File: src/rtl/tone_pkg.sv
// Shared types for the tone period meter: period word, FSM state encoding and tick length.
package tone_pkg;

  typedef logic [31:0] period_t;

  typedef enum logic [1:0] {
    IDLE,
    ARMED,
    MEASURE
  } meter_state_t;

  localparam int TICK_NS = 10;

endpackage

File: src/rtl/audio_edge_sync.sv
// Brings the raw tone input into the clock100 domain and emits registered
// one-cycle rise/fall pulses taken from the last two synchronized samples.
module audio_edge_sync #(
  parameter int SYNC_STAGES = 2
) (
  input  logic clock100,
  input  logic reset_n,
  input  logic audIn,
  output logic rise,
  output logic fall
);

  logic [SYNC_STAGES-1:0] sync_p0;
  logic                   prev_p1;

  always_ff @(posedge clock100 or negedge reset_n) begin
    if (!reset_n) begin
      sync_p0 <= '0;
      prev_p1 <= 1'b0;
      rise    <= 1'b0;
      fall    <= 1'b0;
    end else begin
      sync_p0 <= {sync_p0[SYNC_STAGES-2:0], audIn};
      // edge stage: compare newest synchronized sample with the one before it
      prev_p1 <= sync_p0[SYNC_STAGES-1];
      rise    <= sync_p0[SYNC_STAGES-1] & ~prev_p1;
      fall    <= ~sync_p0[SYNC_STAGES-1] & prev_p1;
    end
  end

endmodule

File: src/rtl/tone_period_meter.sv
// Measures period and high time of a square-wave tone in clock100 ticks and
// hands results off on valid/ready. Define TONE_METER_AVG_EN to report 4-sample averages.
import tone_pkg::*;

module tone_period_meter #(
  parameter period_t MAX_PERIOD  = 32'd10_000_000,
  parameter int      SYNC_STAGES = 2
) (
  input  logic        clock100,
  input  logic        reset_n,
  input  logic        audIn,
  input  logic        enable,
  output logic [31:0] period_out,
  output logic [31:0] high_out,
  output logic        period_valid,
  input  logic        period_ready,
  output logic        overrun,
  output logic        no_tone
);

  function automatic period_t sat_inc(input period_t v);
    return (v >= MAX_PERIOD) ? MAX_PERIOD : v + 32'd1;
  endfunction

  logic         rise, fall;
  meter_state_t state_q, state_d;
  period_t      cnt_q, hi_cap_q, raw_high;
  logic         fall_seen_q;
  logic         cnt_start, raw_res, timeout, hi_load;
  logic         new_res;
  period_t      new_period, new_high;

  audio_edge_sync #(.SYNC_STAGES(SYNC_STAGES)) u_sync (
    .clock100 (clock100),
    .reset_n  (reset_n),
    .audIn    (audIn),
    .rise     (rise),
    .fall     (fall)
  );

  always_ff @(posedge clock100 or negedge reset_n) begin
    if (!reset_n) state_q <= IDLE;
    else          state_q <= state_d;
  end

  always_comb begin
    state_d = state_q;
    if (!enable) begin
      state_d = IDLE;
    end else begin
      case (state_q)
        IDLE:    state_d = ARMED;
        ARMED:   if (rise) state_d = MEASURE;
        MEASURE: if (!rise && cnt_q == MAX_PERIOD) state_d = ARMED;
        default: state_d = IDLE;
      endcase
    end
  end

  always_comb begin
    cnt_start = 1'b0;
    raw_res   = 1'b0;
    timeout   = 1'b0;
    hi_load   = 1'b0;
    if (enable) begin
      case (state_q)
        ARMED:   cnt_start = rise;
        MEASURE: begin
          raw_res = rise;
          timeout = !rise && (cnt_q == MAX_PERIOD);
          hi_load = fall && !fall_seen_q && !rise;
        end
        default: ;
      endcase
    end
  end

  // measure stage: period counter and first-fall capture
  always_ff @(posedge clock100 or negedge reset_n) begin
    if (!reset_n) begin
      cnt_q       <= '0;
      hi_cap_q    <= '0;
      fall_seen_q <= 1'b0;
    end else if (!enable) begin
      cnt_q       <= '0;
      fall_seen_q <= 1'b0;
    end else if (cnt_start || raw_res) begin
      cnt_q       <= 32'd1;
      fall_seen_q <= 1'b0;
    end else if (timeout) begin
      cnt_q       <= '0;
    end else if (state_q == MEASURE) begin
      cnt_q <= sat_inc(cnt_q);
      if (hi_load) begin
        hi_cap_q    <= cnt_q;
        fall_seen_q <= 1'b1;
      end
    end
  end

  // A period with no falling edge seen is reported as fully high
  assign raw_high = fall_seen_q ? hi_cap_q : cnt_q;

`ifdef TONE_METER_AVG_EN
  function automatic period_t avg4(input logic [33:0] s);
    return s[33:2];
  endfunction

  logic [33:0] acc_p_q, acc_h_q, sum_p, sum_h;
  logic [1:0]  idx_q;

  assign sum_p = acc_p_q + {2'b00, cnt_q};
  assign sum_h = acc_h_q + {2'b00, raw_high};

  always_ff @(posedge clock100 or negedge reset_n) begin
    if (!reset_n) begin
      acc_p_q <= '0;
      acc_h_q <= '0;
      idx_q   <= '0;
    end else if (!enable || timeout || (raw_res && idx_q == 2'd3)) begin
      acc_p_q <= '0;
      acc_h_q <= '0;
      idx_q   <= '0;
    end else if (raw_res) begin
      acc_p_q <= sum_p;
      acc_h_q <= sum_h;
      idx_q   <= idx_q + 2'd1;
    end
  end

  assign new_res    = raw_res && (idx_q == 2'd3);
  assign new_period = avg4(sum_p);
  assign new_high   = avg4(sum_h);
`else
  assign new_res    = raw_res;
  assign new_period = cnt_q;
  assign new_high   = raw_high;
`endif

  // output stage: holding register with valid/ready handoff
  always_ff @(posedge clock100 or negedge reset_n) begin
    if (!reset_n) begin
      period_out   <= '0;
      high_out     <= '0;
      period_valid <= 1'b0;
      overrun      <= 1'b0;
      no_tone      <= 1'b0;
    end else begin
      overrun <= 1'b0;
      if (new_res) begin
        period_out   <= new_period;
        high_out     <= new_high;
        period_valid <= 1'b1;
        overrun      <= period_valid && !period_ready;
      end else if (period_valid && period_ready) begin
        period_valid <= 1'b0;
      end
      if (timeout)      no_tone <= 1'b1;
      else if (new_res) no_tone <= 1'b0;
    end
  end

endmodule

File: config.mk
export PLATFORM = sky130hd
export DESIGN_NAME = tone_period_meter
export DESIGN_NICKNAME = d
export VERILOG_FILES = /design/src/rtl/tone_pkg.sv /design/src/rtl/audio_edge_sync.sv /design/src/rtl/tone_period_meter.sv
export SDC_FILE = /design/constraint.sdc
export NUM_CORES = 1
export LEC_CHECK = 0
export BUFFER_PORTS_ARGS = -buffer_cell sky130_fd_sc_hd__buf_2
export CORE_MARGIN = 1
export CORE_UTILIZATION = 50
export DETAILED_ROUTE_END_ITERATION = 10
export GPL_TIMING_DRIVEN = 1
export PLACE_DENSITY = 0.7
export SLEW_MARGIN = 20
export SYNTH_ARGS = -nofsm -noshare
export SYNTH_HDL_FRONTEND = slang
export SYNTH_SLANG_ARGS = --single-unit
File: constraint.sdc
create_clock -name clock100 -period 2.9 [get_ports clock100]
set_input_delay 0.29 -clock clock100 [delete_from_list [all_inputs] [get_ports clock100]]
set_output_delay 0.29 -clock clock100 [all_outputs]
set_load 0.03 [all_outputs]
==> run summary <==
Setup TNS Final = 0 ns
Synth async-reset ratio = 100%
maximum clock path buffer count = 2
clock latency on the worst-skew pair = 0.42 ns
vias per cell = 5.53
fillers = 1019
maximum level of the CTS H-tree = 4
Synth area leaders = dfrtp_1 54%, mux2_4 7.1%, mux2_2 5.5%
Worst Setup End Kind = flip-flop
Mapped Area = 6390 um^2
max_cap viols = 0
Yosys top cell area share = 54.4%
post-CTS setup buffers = 0
Post-Route WL = 13000 um
worst-margin pin slew = 0.805 ns
Initial Utilization = 52.3%
Post-synth EDFFs = 0
via count = 4283
Worst Skew = 0.0105 ns
CP Data Required Time = 3.19 ns
CTS Sinks = 139
GR Util All Layers = 21.6%
die width = 115 um
CP Launch Type = flip-flop
post-DR wirelength/cell = 16.8 um
Seq/Total Area, Yosys = 54.4%
dpl ws = 0.322 ns
commonest non-fill, non-tap cell in the layout = dfrtp_1
Slew headroom = 46.3%
Worst Path Arrival = 2.90 ns
pin count of the biggest net entering global routing = 71
DR DRC count = 0
RSZ-0062 raised after global routing = no
reg-to-reg startpoint = cnt_q[18]
Achievable Freq = 383 MHz
worst reg2reg endpoint = hi_cap_q[31]
diodes inserted = 0
initial antenna violation count = 0
Routability Congestion = 0.869
CTS tree = built
R2R depth = 6
area of the core = 12200 um^2
WHS Endpoint = overrun
minimum clock period = 2.61 ns
Syn Inst Count = 536
hold slack = 0.142 ns
Hold Crit Class = primary input to flip-flop
pwr dens = 592 nW/um^2
Top-Level Pins = 72
total grt overflow = 0
worst vdd ir = 0.000332 V
cell taking the most area after synthesis = dfrtp_1
hold path startpoint = period_ready
yosys warns = 0
Avg Cell Area, Syn = 11.9 um^2
CP Class = flip-flop to flip-flop
FP Rows = 40
setup ws final = 0.292 ns
Num CTS Buffers = 17
worst hold stages = 3
final hold violations = 0
dominant synthesized flop cell = dfrtp_1
Final setup viols = 0
first-pass GRT wire length = 21800 um
number of global-route vias before repair = 4295
PostCTS Resize Cnt = 0
Mapped Nets = 543
commonest non-fill, non-tap cells in the layout = 138 x dfrtp_1, 70 x buf_2, 59 x nand2_1, 45 x o21ai_0, 33 x mux2i_1
status = complete, no violations
Distinct cells, synth = 54
# hold bufs at CTS = 2
DP HPWL = 8430 um
worst reg-to-reg setup slack = 0.29 ns
CP Max Fanout = 16
Tcrit/Tclk final = 89.9%
Leak = 3.67 nW
share of layout cells above drive strength 1 = 30.5%
Root Buffer Master = clkbuf_16
PortBufs = 71
FF+latch count, synth = 139
Nets = 601
Die Span Y = 115 um
Pins Over Slew Limit = 0
DR iter-0 viols = 250
Routed Antenna Nets = 0
Die ar. = 13200 um^2
Clk pin slew, worst setup/hold paths = 0.06 ns
Area growth, synth to finish = 17.5%
drt pass-1 iters = 4
[routing by layer]
layer | up-vias | global-route usage, % | routed length (um) | part of all wire [%]
li1 | 2029 | - | - | -
met1 | 2124 | 28.8 | 5830 | 45
met2 | 111 | 34.4 | 6440 | 50
met3 | 19 | 5.38 | 553 | 4.3
met4 | 0 | 8.05 | 177 | 1.4
met5 | - | 0 | 0 | 0
[sequential cells by signal (all words and copies together) (netlist names)]
register	count
high_out	32
state_q	2
no_tone	1
u_sync.sync_p0	2
u_sync.rise	1
u_sync.fall	1
cnt_q	32
period_valid	1
fall_seen_q	1
hi_cap_q	32
overrun	1
u_sync.prev_p1	1
period_out	32
[cell type report]
class | instances | area (um^2) | area share (%)
clock buffer | 20 | 457 | 6.09
clock inverter | 11 | 193 | 2.57
inverter | 5 | 18.8 | 0.250
multi-input combinational | 346 | 2650 | 35.3
sequential | 139 | 3480 | 46.4
tap | 168 | 210 | 2.80
timing repair buffer | 85 | 497 | 6.62
[cells in the mapped netlist (3+ instances only)]
master / n
nor4_1: 4
xor2_1: 5
xnor2_1: 5
and4_1: 6
o21ai_0: 45
nand2b_1: 3
mux2_4: 30
nand3_1: 10
and2_1: 7
mux2i_1: 33
and3_1: 5
mux2_2: 31
nand2_1: 59
buf_6: 4
nand4_1: 14
dfrtp_1: 139
nor3_1: 9
a22o_1: 8
clkbuf_1: 34
o311ai_0: 4
buf_1: 3
inv_1: 5
nor2_1: 26
buf_12: 3
o211ai_1: 7
nor2b_1: 5
[worst max path at each step]
stage | startpoint | end | cells past startpoint
finish | cnt_q[18] | hi_cap_q[31] | 6
global route | cnt_q[18] | hi_cap_q[0] | 6
CTS | cnt_q[18] | hi_cap_q[31] | 6
detailed placement | cnt_q[18] | hi_cap_q[0] | 6
global placement | cnt_q[18] | hi_cap_q[0] | 6
floorplan | cnt_q[18] | hi_cap_q[10] | 7
[through the flow]
step                      power, mW  area, um^2  util [%]  cells
final                          4.44        7500      61.5    774
after CTS                      4.48        7500      61.5    774
after global placement         2.10        6840      56.0    741
after global routing           4.59        7500      61.5    774
after detailed placement       2.10        6840      56.0    741
after floorplan                2.04        6390         -    536
[cell families (layout without fill, tap and decap cells)]
group | after synthesis | in the layout | share of synthesized area, %
AOI/OAI and AO/OA | 82 | 82 | 9.11
buffers and inverters | 51 | 121 | 4.27
DFF | 139 | 139 | 54.4
adders and majority gates | 2 | 2 | 0.392
muxes | 94 | 94 | 17.7
xor gates and xnor gates | 10 | 10 | 1.37
and+or+nand+nor | 158 | 158 | 12.7
[report_power, final]
part | switching (mW) | internal, mW | total, mW
Clock | 0.810 | 1.57 | 2.38
Combinational | 0.0804 | 0.0274 | 0.108
Sequential | 0.00828 | 1.95 | 1.96
[worst max-delay path: stages, from the launching register on]
cell and delay, ns:
dfrtp_1 0.46, or4b_1 0.56, or4_4 0.49, nor3_4 0.20, a2111o_4 0.23, buf_12 0.18, mux2_2 0.36
Power figures use the tool's default switching activity.
